## src/rtl/mcu_pkg.sv

```systemverilog
// Shared encodings for the multi-cycle MIPS control unit: states, opcodes,
// datapath mux selects and the control-word payload.
package mcu_pkg;

   localparam int unsigned STATE_W = 4;

   typedef enum logic [STATE_W-1:0] {
      S_FETCH     = 4'd0,
      S_DECODE    = 4'd1,
      S_MEM_ADDR  = 4'd2,
      S_MEM_READ  = 4'd3,
      S_MEM_WB    = 4'd4,
      S_MEM_WRITE = 4'd5,
      S_EXECUTE   = 4'd6,
      S_ALU_WB    = 4'd7,
      S_BRANCH    = 4'd8,
      S_JUMP      = 4'd9,
      S_ADDI_EX   = 4'd10,
      S_ADDI_WB   = 4'd11
   } state_e;

   localparam logic [5:0] OP_RTYPE = 6'b000000;
   localparam logic [5:0] OP_LW    = 6'b100011;
   localparam logic [5:0] OP_SW    = 6'b101011;
   localparam logic [5:0] OP_BEQ   = 6'b000100;
   localparam logic [5:0] OP_J     = 6'b000010;
   localparam logic [5:0] OP_ADDI  = 6'b001000;

   localparam logic [1:0] ALUOP_ADD   = 2'b00;
   localparam logic [1:0] ALUOP_SUB   = 2'b01;
   localparam logic [1:0] ALUOP_FUNCT = 2'b10;

   localparam logic [1:0] SRCB_RT     = 2'b00;
   localparam logic [1:0] SRCB_FOUR   = 2'b01;
   localparam logic [1:0] SRCB_IMM    = 2'b10;
   localparam logic [1:0] SRCB_IMM_SH = 2'b11;

   localparam logic [1:0] PCSRC_ALU    = 2'b00;
   localparam logic [1:0] PCSRC_ALUOUT = 2'b01;
   localparam logic [1:0] PCSRC_JUMP   = 2'b10;

   typedef struct packed {
      logic       pc_write;
      logic       pc_write_cond;
      logic       iord;
      logic       mem_read;
      logic       mem_write;
      logic       ir_write;
      logic       mem_to_reg;
      logic       reg_dst;
      logic       reg_write;
      logic       alu_src_a;
      logic [1:0] alu_src_b;
      logic [1:0] alu_op;
      logic [1:0] pc_source;
      logic       instr_done;
   } ctrl_t;

endpackage

```

## src/rtl/multicycle_control_unit_if.sv

```systemverilog
// Bundle between the IR/memory/datapath side (master) and the control unit (slave).
interface multicycle_control_unit_if #(
   parameter int unsigned OPCODE_W = 6
);
   logic [OPCODE_W-1:0] opcode;
   logic                mem_ready;
   logic                PCWrite;
   logic                PCWriteCond;
   logic                IorD;
   logic                MemRead;
   logic                MemWrite;
   logic                IRWrite;
   logic                MemtoReg;
   logic                RegDst;
   logic                RegWrite;
   logic                ALUSrcA;
   logic [1:0]          ALUSrcB;
   logic [1:0]          ALUOp;
   logic [1:0]          PCSource;
   logic [3:0]          state;
   logic                illegal_op;
   logic                instr_done;

   modport master (
      output opcode, mem_ready,
      input  PCWrite, PCWriteCond, IorD, MemRead, MemWrite, IRWrite, MemtoReg,
             RegDst, RegWrite, ALUSrcA, ALUSrcB, ALUOp, PCSource, state,
             illegal_op, instr_done
   );

   modport slave (
      input  opcode, mem_ready,
      output PCWrite, PCWriteCond, IorD, MemRead, MemWrite, IRWrite, MemtoReg,
             RegDst, RegWrite, ALUSrcA, ALUSrcB, ALUOp, PCSource, state,
             illegal_op, instr_done
   );
endinterface

```

## src/rtl/mcu_output_decode.sv

```systemverilog
// Moore output map: control word from the current state, with memory-state
// strobes qualified by the effective memory-ready.
module mcu_output_decode
   import mcu_pkg::*;
(
   input  logic [STATE_W-1:0] state_i,
   input  logic               mem_ready_eff_i,
   output ctrl_t              ctrl_o
);

   always_comb begin
      ctrl_o = '0;
      case (state_i)
         S_FETCH: begin
            ctrl_o.mem_read  = 1'b1;
            ctrl_o.alu_src_b = SRCB_FOUR;
            ctrl_o.ir_write  = mem_ready_eff_i;
            ctrl_o.pc_write  = mem_ready_eff_i;
         end
         S_DECODE:    ctrl_o.alu_src_b = SRCB_IMM_SH;
         S_MEM_ADDR: begin
            ctrl_o.alu_src_a = 1'b1;
            ctrl_o.alu_src_b = SRCB_IMM;
         end
         S_MEM_READ: begin
            ctrl_o.mem_read = 1'b1;
            ctrl_o.iord     = 1'b1;
         end
         S_MEM_WB: begin
            ctrl_o.mem_to_reg = 1'b1;
            ctrl_o.reg_write  = 1'b1;
            ctrl_o.instr_done = 1'b1;
         end
         // Write strobe stays up while the memory stalls; done only on completion
         S_MEM_WRITE: begin
            ctrl_o.iord       = 1'b1;
            ctrl_o.mem_write  = 1'b1;
            ctrl_o.instr_done = mem_ready_eff_i;
         end
         S_EXECUTE: begin
            ctrl_o.alu_src_a = 1'b1;
            ctrl_o.alu_src_b = SRCB_RT;
            ctrl_o.alu_op    = ALUOP_FUNCT;
         end
         S_ALU_WB: begin
            ctrl_o.reg_dst    = 1'b1;
            ctrl_o.reg_write  = 1'b1;
            ctrl_o.instr_done = 1'b1;
         end
         S_BRANCH: begin
            ctrl_o.alu_src_a     = 1'b1;
            ctrl_o.alu_src_b     = SRCB_RT;
            ctrl_o.alu_op        = ALUOP_SUB;
            ctrl_o.pc_write_cond = 1'b1;
            ctrl_o.pc_source     = PCSRC_ALUOUT;
            ctrl_o.instr_done    = 1'b1;
         end
         S_JUMP: begin
            ctrl_o.pc_write   = 1'b1;
            ctrl_o.pc_source  = PCSRC_JUMP;
            ctrl_o.instr_done = 1'b1;
         end
         S_ADDI_EX: begin
            ctrl_o.alu_src_a = 1'b1;
            ctrl_o.alu_src_b = SRCB_IMM;
         end
         S_ADDI_WB: begin
            ctrl_o.reg_write  = 1'b1;
            ctrl_o.instr_done = 1'b1;
         end
         default: ctrl_o = '0;
      endcase
   end

endmodule

```

## src/rtl/multicycle_control_unit.sv

```systemverilog
// Multi-cycle MIPS control FSM: state register, next-state sequencing by
// opcode and memory handshake, illegal-opcode pulse.
module multicycle_control_unit
   import mcu_pkg::*;
#(
   parameter int unsigned OPCODE_W      = 6,
   parameter bit          USE_MEM_READY = 1'b1,
   parameter bit          SUPPORT_ADDI  = 1'b1
) (
   input  logic                     clk,
   input  logic                     reset,
   multicycle_control_unit_if.slave bus
);

   logic               mem_ready_eff;
   logic               is_rtype, is_lw, is_sw, is_beq, is_j, is_addi;
   logic [STATE_W-1:0] state_q, state_d;
   logic               illegal_q, illegal_d;
   ctrl_t              ctrl_dec, ctrl;

   assign mem_ready_eff = bus.mem_ready | ~USE_MEM_READY;

   assign is_rtype = (bus.opcode == OPCODE_W'(OP_RTYPE));
   assign is_lw    = (bus.opcode == OPCODE_W'(OP_LW));
   assign is_sw    = (bus.opcode == OPCODE_W'(OP_SW));
   assign is_beq   = (bus.opcode == OPCODE_W'(OP_BEQ));
   assign is_j     = (bus.opcode == OPCODE_W'(OP_J));
   assign is_addi  = SUPPORT_ADDI && (bus.opcode == OPCODE_W'(OP_ADDI));

   always_comb begin
      state_d   = state_q;
      illegal_d = 1'b0;
      case (state_q)
         S_FETCH: if (mem_ready_eff) state_d = S_DECODE;
         S_DECODE: begin
            if (is_lw || is_sw) state_d = S_MEM_ADDR;
            else if (is_rtype)  state_d = S_EXECUTE;
            else if (is_beq)    state_d = S_BRANCH;
            else if (is_j)      state_d = S_JUMP;
            else if (is_addi)   state_d = S_ADDI_EX;
            else begin
               state_d   = S_FETCH;
               illegal_d = 1'b1;
            end
         end
         // Opcode is re-sampled here; anything but LW/SW restarts cleanly
         S_MEM_ADDR: begin
            if (is_lw)      state_d = S_MEM_READ;
            else if (is_sw) state_d = S_MEM_WRITE;
            else            state_d = S_FETCH;
         end
         S_MEM_READ:  if (mem_ready_eff) state_d = S_MEM_WB;
         S_MEM_WRITE: if (mem_ready_eff) state_d = S_FETCH;
         S_EXECUTE:   state_d = S_ALU_WB;
         S_ADDI_EX:   state_d = S_ADDI_WB;
         default:     state_d = S_FETCH;
      endcase
   end

   always_ff @(posedge clk or posedge reset) begin
      if (reset) begin
         state_q   <= S_FETCH;
         illegal_q <= 1'b0;
      end else begin
         state_q   <= state_d;
         illegal_q <= illegal_d;
      end
   end

   mcu_output_decode u_dec (
      .state_i         (state_q),
      .mem_ready_eff_i (mem_ready_eff),
      .ctrl_o          (ctrl_dec)
   );

   // Reset kills every strobe immediately, without waiting for a clock
   assign ctrl = reset ? '0 : ctrl_dec;

   assign bus.PCWrite     = ctrl.pc_write;
   assign bus.PCWriteCond = ctrl.pc_write_cond;
   assign bus.IorD        = ctrl.iord;
   assign bus.MemRead     = ctrl.mem_read;
   assign bus.MemWrite    = ctrl.mem_write;
   assign bus.IRWrite     = ctrl.ir_write;
   assign bus.MemtoReg    = ctrl.mem_to_reg;
   assign bus.RegDst      = ctrl.reg_dst;
   assign bus.RegWrite    = ctrl.reg_write;
   assign bus.ALUSrcA     = ctrl.alu_src_a;
   assign bus.ALUSrcB     = ctrl.alu_src_b;
   assign bus.ALUOp       = ctrl.alu_op;
   assign bus.PCSource    = ctrl.pc_source;
   assign bus.instr_done  = ctrl.instr_done;
   assign bus.state       = state_q;
   assign bus.illegal_op  = illegal_q;

endmodule
```

## src/flat_wrapper.sv

```systemverilog
// flat-port wrapper written by rule: the top's interface ports become plain ports
module multicycle_control_unit_flat import mcu_pkg::*;
#(
   parameter int unsigned OPCODE_W      = 6,
   parameter bit          USE_MEM_READY = 1'b1,
   parameter bit          SUPPORT_ADDI  = 1'b1
)
  (clk, reset, bus_opcode, bus_mem_ready, bus_PCWrite, bus_PCWriteCond, bus_IorD, bus_MemRead, bus_MemWrite, bus_IRWrite, bus_MemtoReg, bus_RegDst, bus_RegWrite, bus_ALUSrcA, bus_ALUSrcB, bus_ALUOp, bus_PCSource, bus_state, bus_illegal_op, bus_instr_done);
  multicycle_control_unit_if #(.OPCODE_W(OPCODE_W)) bus_i ();
  input  logic clk;
  input  logic reset;
  input wire logic [$bits(bus_i.opcode)-1:0] bus_opcode;
  input wire logic [$bits(bus_i.mem_ready)-1:0] bus_mem_ready;
  output wire logic [$bits(bus_i.PCWrite)-1:0] bus_PCWrite;
  output wire logic [$bits(bus_i.PCWriteCond)-1:0] bus_PCWriteCond;
  output wire logic [$bits(bus_i.IorD)-1:0] bus_IorD;
  output wire logic [$bits(bus_i.MemRead)-1:0] bus_MemRead;
  output wire logic [$bits(bus_i.MemWrite)-1:0] bus_MemWrite;
  output wire logic [$bits(bus_i.IRWrite)-1:0] bus_IRWrite;
  output wire logic [$bits(bus_i.MemtoReg)-1:0] bus_MemtoReg;
  output wire logic [$bits(bus_i.RegDst)-1:0] bus_RegDst;
  output wire logic [$bits(bus_i.RegWrite)-1:0] bus_RegWrite;
  output wire logic [$bits(bus_i.ALUSrcA)-1:0] bus_ALUSrcA;
  output wire logic [$bits(bus_i.ALUSrcB)-1:0] bus_ALUSrcB;
  output wire logic [$bits(bus_i.ALUOp)-1:0] bus_ALUOp;
  output wire logic [$bits(bus_i.PCSource)-1:0] bus_PCSource;
  output wire logic [$bits(bus_i.state)-1:0] bus_state;
  output wire logic [$bits(bus_i.illegal_op)-1:0] bus_illegal_op;
  output wire logic [$bits(bus_i.instr_done)-1:0] bus_instr_done;
  assign bus_i.opcode = bus_opcode;
  assign bus_i.mem_ready = bus_mem_ready;
  assign bus_PCWrite = bus_i.PCWrite;
  assign bus_PCWriteCond = bus_i.PCWriteCond;
  assign bus_IorD = bus_i.IorD;
  assign bus_MemRead = bus_i.MemRead;
  assign bus_MemWrite = bus_i.MemWrite;
  assign bus_IRWrite = bus_i.IRWrite;
  assign bus_MemtoReg = bus_i.MemtoReg;
  assign bus_RegDst = bus_i.RegDst;
  assign bus_RegWrite = bus_i.RegWrite;
  assign bus_ALUSrcA = bus_i.ALUSrcA;
  assign bus_ALUSrcB = bus_i.ALUSrcB;
  assign bus_ALUOp = bus_i.ALUOp;
  assign bus_PCSource = bus_i.PCSource;
  assign bus_state = bus_i.state;
  assign bus_illegal_op = bus_i.illegal_op;
  assign bus_instr_done = bus_i.instr_done;
  multicycle_control_unit #(.OPCODE_W(OPCODE_W), .USE_MEM_READY(USE_MEM_READY), .SUPPORT_ADDI(SUPPORT_ADDI)) u_core (.clk(clk), .reset(reset), .bus(bus_i));
endmodule
```

## config.mk

```make
export PLATFORM = sky130hd
export DESIGN_NAME = multicycle_control_unit_flat
export DESIGN_NICKNAME = d
export VERILOG_FILES = /design/src/rtl/mcu_pkg.sv /design/src/rtl/multicycle_control_unit_if.sv /design/src/rtl/mcu_output_decode.sv /design/src/rtl/multicycle_control_unit.sv /design/src/flat_wrapper.sv
export SDC_FILE = /design/constraint.sdc
export NUM_CORES = 1
export LEC_CHECK = 0
export CORE_ASPECT_RATIO = 1.2
export CORE_MARGIN = 8
export CORE_UTILIZATION = 30
export CTS_BUF_LIST = sky130_fd_sc_hd__clkbuf_2
export DETAILED_ROUTE_END_ITERATION = 16
export PLACE_DENSITY_LB_ADDON = 0.05
export SETUP_SLACK_MARGIN = 0.15
export SLEW_MARGIN = 0
export SYNTH_ARGS = -nofsm -noshare
export SYNTH_HDL_FRONTEND = slang
export SYNTH_SLANG_ARGS = --single-unit
```

## constraint.sdc

```tcl
create_clock -name clk -period 1.62 [get_ports clk]
set_input_delay 0.324 -clock clk [delete_from_list [all_inputs] [get_ports clk]]
set_output_delay 0.324 -clock clk [all_outputs]
set_load 0.02 [all_outputs]
```

# After elaboration in Yosys (flattened, before gate mapping)
# Cells that the tools add are included.
[classes]
eq_ne = 19
n_mux = 32
n_reduce_logical = 10
[op_table]
columns = ["operator", "count"]
rows = [
  ["2-to-1 mux 4 bit", 9],
  ["one-hot mux 4 bit (7 select lines)", 1],
  ["2-to-1 mux 17 bit", 1],
  ["== test 4 x 3 -> 1 bit (second input constant)", 4],
  ["== test 4 bit (second input constant)", 4],
  ["2-to-1 mux 1 bit", 15],
  ["== test 6 bit (second input constant)", 2],
  ["== test 4 x 2 -> 1 bit (second input constant)", 2],
  ["one-hot mux 2 bit (2 select lines)", 2],
  ["== test 6 x 2 -> 1 bit (second input constant)", 1],
  ["== test 6 x 3 -> 1 bit (second input constant)", 1],
  ["== test 6 x 4 -> 1 bit (second input constant)", 1],
  ["zero test 6 bit", 1],
  ["inequality test 2 bit (second input constant)", 3],
  ["one-hot mux 2 bit (3 select lines)", 1],
  ["OR reduction 2 bit", 3],
  ["OR reduction 5 bit", 1],
  ["== test 4 x 1 -> 1 bit (second input constant)", 1],
  ["zero test 4 bit", 1],
  ["one-hot mux 1 bit (2 select lines)", 2],
  ["OR reduction 4 bit", 1],
  ["2-to-1 mux 3 bit", 1],
  ["AND reduction 3 bit", 1],
  ["OR reduction 3 bit", 1],
  ["logical OR 1 bit", 1],
]
[word_totals]
ff_bits = 5
output_inout_bits = 22
elab_cells = 63

# Logic depth before layout (Yosys ltp)
[depth]
ltp_word = 7
ltp_mapped = 5
depth_no_buf = 3

# Modules after synthesis
# Synthesis repeated with hierarchy kept, for this count alone.
[hier_totals]
hier_cells = 111
hier_area_um2 = 830.8
[modules_own_cells]
columns = ["module", "n_inst", "cells_per_inst", "area_each_um2", "seq_area_each_um2"]
rows = [
  ["multicycle_control_unit", 1, 75, 580.6, 125.1],
  ["mcu_output_decode", 1, 36, 250.2, 0.0],
]

# Worst setup path after synthesis
# Ideal clock, no wire load.
[synth_path]
kind = "reg-to-output"
startpoint = "register u_core.state_q[1] (netlist: u_core.bus.state[1])"
endpoint = "output bus_MemRead"
arrival_ps = 1639
required_time_ps = 1296
path_slack_ps = -343
path_stages_with_launch = 5
n_path_buf = 2
path_cell_list = "dfrtp_1 -> buf_6 -> buf_2 -> nor2b_1 -> nor4_1"
[synth_between]
elab_chain_len = 4
elab_cells_between_ends = 5
classes_between = "1 x eq/ne; 2 x mux; 2 x reduce/logical"
[synth_lines]
columns = ["element", "line", "text"]
rows = [
  ["start, declared", "multicycle_control_unit.sv:17", "logic [STATE_W-1:0] state_q, state_d;"],
  ["start signal, assigned", "multicycle_control_unit.sv:65", "state_q <= state_d;"],
  ["== test 4 x 2 -> 1 bit or zero test 4 bit (tied branches)", "mcu_output_decode.sv:13", "case (state_i)"],
  ["OR reduction 2 bit (no source line) (*)", "-", ""],
  ["2-to-1 mux 1 bit (*)", "mcu_output_decode.sv:13", ""],
  ["2-to-1 mux 17 bit (*)", "multicycle_control_unit.sv:77", "assign ctrl = reset ? '0 : ctrl_dec;"],
  ["end, declared", "flat_wrapper.sv:17", "output wire logic [$bits(bus_i.MemRead)-1:0] bus_MemRead;"],
]
# Mark *: on every way between the ends. The rest lies on a longest branch, timed or not.

# Worst setup path after layout
[layout_path]
startpoint = "register u_core.state_q[2] (netlist: u_core.bus.state[2])"
endpoint = "output bus_PCWrite"
[layout_between]
elab_chain_len = 3
elab_cells_between_ends = 4
classes_between = "1 x eq/ne; 2 x mux; 1 x reduce/logical"
[layout_lines]
columns = ["element", "line", "text"]
rows = [
  ["== test 4 bit or zero test 4 bit (tied branches)", "mcu_output_decode.sv:13", ""],
  ["one-hot mux 1 bit (2 select lines) (*)", "mcu_output_decode.sv:13", ""],
  ["2-to-1 mux 17 bit (*)", "multicycle_control_unit.sv:77", ""],
  ["end, declared", "flat_wrapper.sv:14", "output wire logic [$bits(bus_i.PCWrite)-1:0] bus_PCWrite;"],
]
# Marks and branches as above.

==> flow_metrics.env <==
export IMPL_critical_path_class="flip-flop to primary output"
export IMPL_failed_checks="negative setup slack"
export IMPL_synth_avg_cell_area_um2=7.46
export IMPL_r2r_cells=5
export IMPL_seqPwrFrac=0.127
export IMPL_syn2layout_area_growth_pct=131
export IMPL_num_vias=881
export IMPL_swShare=0.448
export IMPL_max_freq_mhz=577
export IMPL_maxCapViolCount=0
export IMPL_die_w_um=58.7
export IMPL_ioPinCount=31
export IMPL_antenna_cells=0
export IMPL_p_comb_frac=0.805
export IMPL_clockBufferDepth=2
export IMPL_ys_warnings_count=0
export IMPL_timing_slew_headroom=0.769
export IMPL_die_h_um=67.3
export IMPL_hold_ws_ns=0.424
export IMPL_fill_cells=169
export IMPL_dr_pass1_iters=4
export IMPL_fin_tns_setup_ns=-0.429
export IMPL_core_region_area_mm2=0.00207
export IMPL_routed_wl_um=2540
export IMPL_power_internal_mw=0.941
export IMPL_ant_nets=0
export IMPL_total_power_mw=1.70
export IMPL_via_per_inst=4.95
export IMPL_worstPathMaxFanout=13
export IMPL_synthesis_area_um2=657
export IMPL_r2r_slack_ns=0.15
export IMPL_io_buffers=30
export IMPL_cts_tree="done"
export IMPL_ys_seq_elements=5
export IMPL_synthesis_instances=88
export IMPL_p_switching_mw=0.763
export IMPL_rsz0062_at_grt="true"
export IMPL_p_leak_nw=0.682
export IMPL_multiInputGateArea_um2=709
export IMPL_finalWeightedCongestion=0.832
export IMPL_r2r_start="u_core.bus.state[1]$_DFFE_PP0P_"
export IMPL_async_reset_ff_frac=1.00
export IMPL_clockPowerShare=0.068
export IMPL_grt_pass1_vias=930
export IMPL_synth_edf_count=0
export IMPL_crit_arrival_ns=1.41
export IMPL_synth_fp_nets=97
export IMPL_seq_area_um2=129
export IMPL_timing_clock_skew_ns=0.00156
export IMPL_placed_area_mm2=0.00126
export IMPL_drcViolationCount=0
export IMPL_fin_crit_ns=1.73
export IMPL_hold_viol_final=0
export IMPL_crit_start="u_core.bus.state[2]$_DFFE_PP0P_"
export IMPL_critPathLaunchType="flip-flop"
export IMPL_end_kind="primary output"
export IMPL_synth_area_leaders="dfrtp_1 (19%), nor2_1 (5.7%), nor3_1 (5.3%), and3_1 (3.8%), nor4b_4 (3.6%)"
export IMPL_power_density_mw_per_mm2=1120
export IMPL_numCtsBuffers=3
export IMPL_dp_slack_ns=-0.702
export IMPL_clk_latency_ns=0.21
export IMPL_hold_class="input pin to async pin"
export IMPL_ctsHtreeMaxLevel=1
export IMPL_grt_antenna_before_repair=0
export IMPL_setup_viol=7
export IMPL_cts_sinks=5
export IMPL_status="complete, but fails checks"
export IMPL_grt_pass1_wl_um=4170
export IMPL_cp_required_ns=1.30
export IMPL_slew_viol_final=0
export IMPL_avgRoutedWirePerCell_um=14.3
export IMPL_start_util=0.317
export IMPL_grt_max_degree=14
export IMPL_rows=18
export IMPL_worstReg2RegEnd="u_core.bus.state[2]$_DFFE_PP0P_"
export IMPL_die_area_mm2=0.00395
export IMPL_tightest_slew_ns=0.347
export IMPL_synthFlopType="dfrtp_1"
export IMPL_placed_cells=165
export IMPL_root_buffer="clkbuf_2"
export IMPL_yosysUniqueCellTypes=39
export IMPL_synth_top_area_cell="dfrtp_1"
export IMPL_synth_top_area_frac=0.190
export IMPL_dp_hpwl_um=1830
export IMPL_grt_overflow_total=0
export IMPL_final_nets=158
export IMPL_grtUsageTotal=0.132
export IMPL_fin_area_mm2=0.00152
export IMPL_worst_slack_ns=-0.115
export IMPL_synth_seq_area_share=0.190
export IMPL_peakVddDrop_mv=0.601
export IMPL_period_share=1.07
export IMPL_drt_iter0_markers=17
export IMPL_final_cells=178
export IMPL_utilization=0.734
export IMPL_path_clk_slew_ns=0.06
export IMPL_final_layout_size_suffix_gt1_frac=0.676
[critical path, cell delays in order (launching register included)]
cell	delay (ns)
dfrtp_2	0.36
buf_6	0.21
nor2_4	0.07
and3_4	0.18
or2_4	0.24
buf_6	0.13
[layout make-up]
class                           instances  area share
Multi-Input combinational cell         70       0.467
Tap cell                               30      0.0247
Timing Repair Buffer                   66       0.403
Sequential cell                         5      0.0848
Clock buffer                            4      0.0132
Inverter                                3     0.00741
[cells in the mapped netlist (all sizes together), types with 2 or more instances]
library cell / instances
nor4: 2
a21oi: 3
clkbuf: 4
inv: 3
o21ai: 3
nor4bb: 2
nand4: 2
xnor2: 2
and3: 4
nand2: 5
dfrtp: 5
nor2: 10
or2: 2
nor4b: 4
buf: 6
nand2b: 3
nor3: 7
nor2b: 3
nand3: 2
o21a: 2
[flip-flops by register name, summed over array words and instances (netlist names)]
name and cells:
u_core.bus.illegal_op 1, u_core.bus.state 4
[cells in the final DEF (no fill, tap or decap), types with 2 or more instances in the layout]
cell type	count
inv_1	2
nand4_1	2
nor2_1	3
nor2b_4	2
dlygate4sd2_1	3
o21ai_0	2
nand2b_4	2
nor3_1	4
a21oi_1	2
nor3_4	3
nor4bb_1	2
buf_2	3
dfrtp_2	3
nor4b_4	3
and3_4	2
nand3_1	2
dfrtp_1	2
buf_6	23
buf_4	28
or2_4	2
clkdlybuf4s15_2	2
clkbuf_2	4
nand2_4	3
clkdlybuf4s50_1	6
nor2_4	6
[worst max path at each step]
stage | cells past startpoint | end
CTS | 6 | bus_RegWrite
global placement | 5 | bus_MemtoReg
floorplan | 4 | bus_PCWrite
finish | 5 | bus_PCWrite
detailed placement | 5 | bus_MemtoReg
global route | 5 | bus_PCWrite
[cells by family after synthesis]
group	synth area share
DFF	0.190
buffers and inverters	0.114
and+or+nand+nor	0.470
xor gates and xnor gates	0.0400
AOI/OAI and AO/OA	0.185
[per-layer routing]
| layer | GRT usage | wire, um |
|---|---|---|
| met1 | 0.146 | 1050 |
| met2 | 0.240 | 1310 |
| met4 | 0.0629 | 27 |
| met5 | 0 | 0 |
| met3 | 0.0228 | 153 |
[repair_timing]
action / CTS / global route
pin swaps: 7 / 8
cloned: 0 / 0
resized for setup: 134 / 19
hold buffers: 0 / 0
setup endpoints to repair: 26 / 23
buffers inserted: 9 / 0
[power by group through the flow]
stage	clock network (mW)	registers, mW	logic, mW
final	0.116	0.216	1.37
after global routing	0.127	0.219	1.46
after CTS	0.123	0.210	1.28
after detailed placement	0	0.217	1.08
after global placement	0	0.215	1.08
after floorplan	0	0.239	0.694
Power figures use the tool's default switching activity.
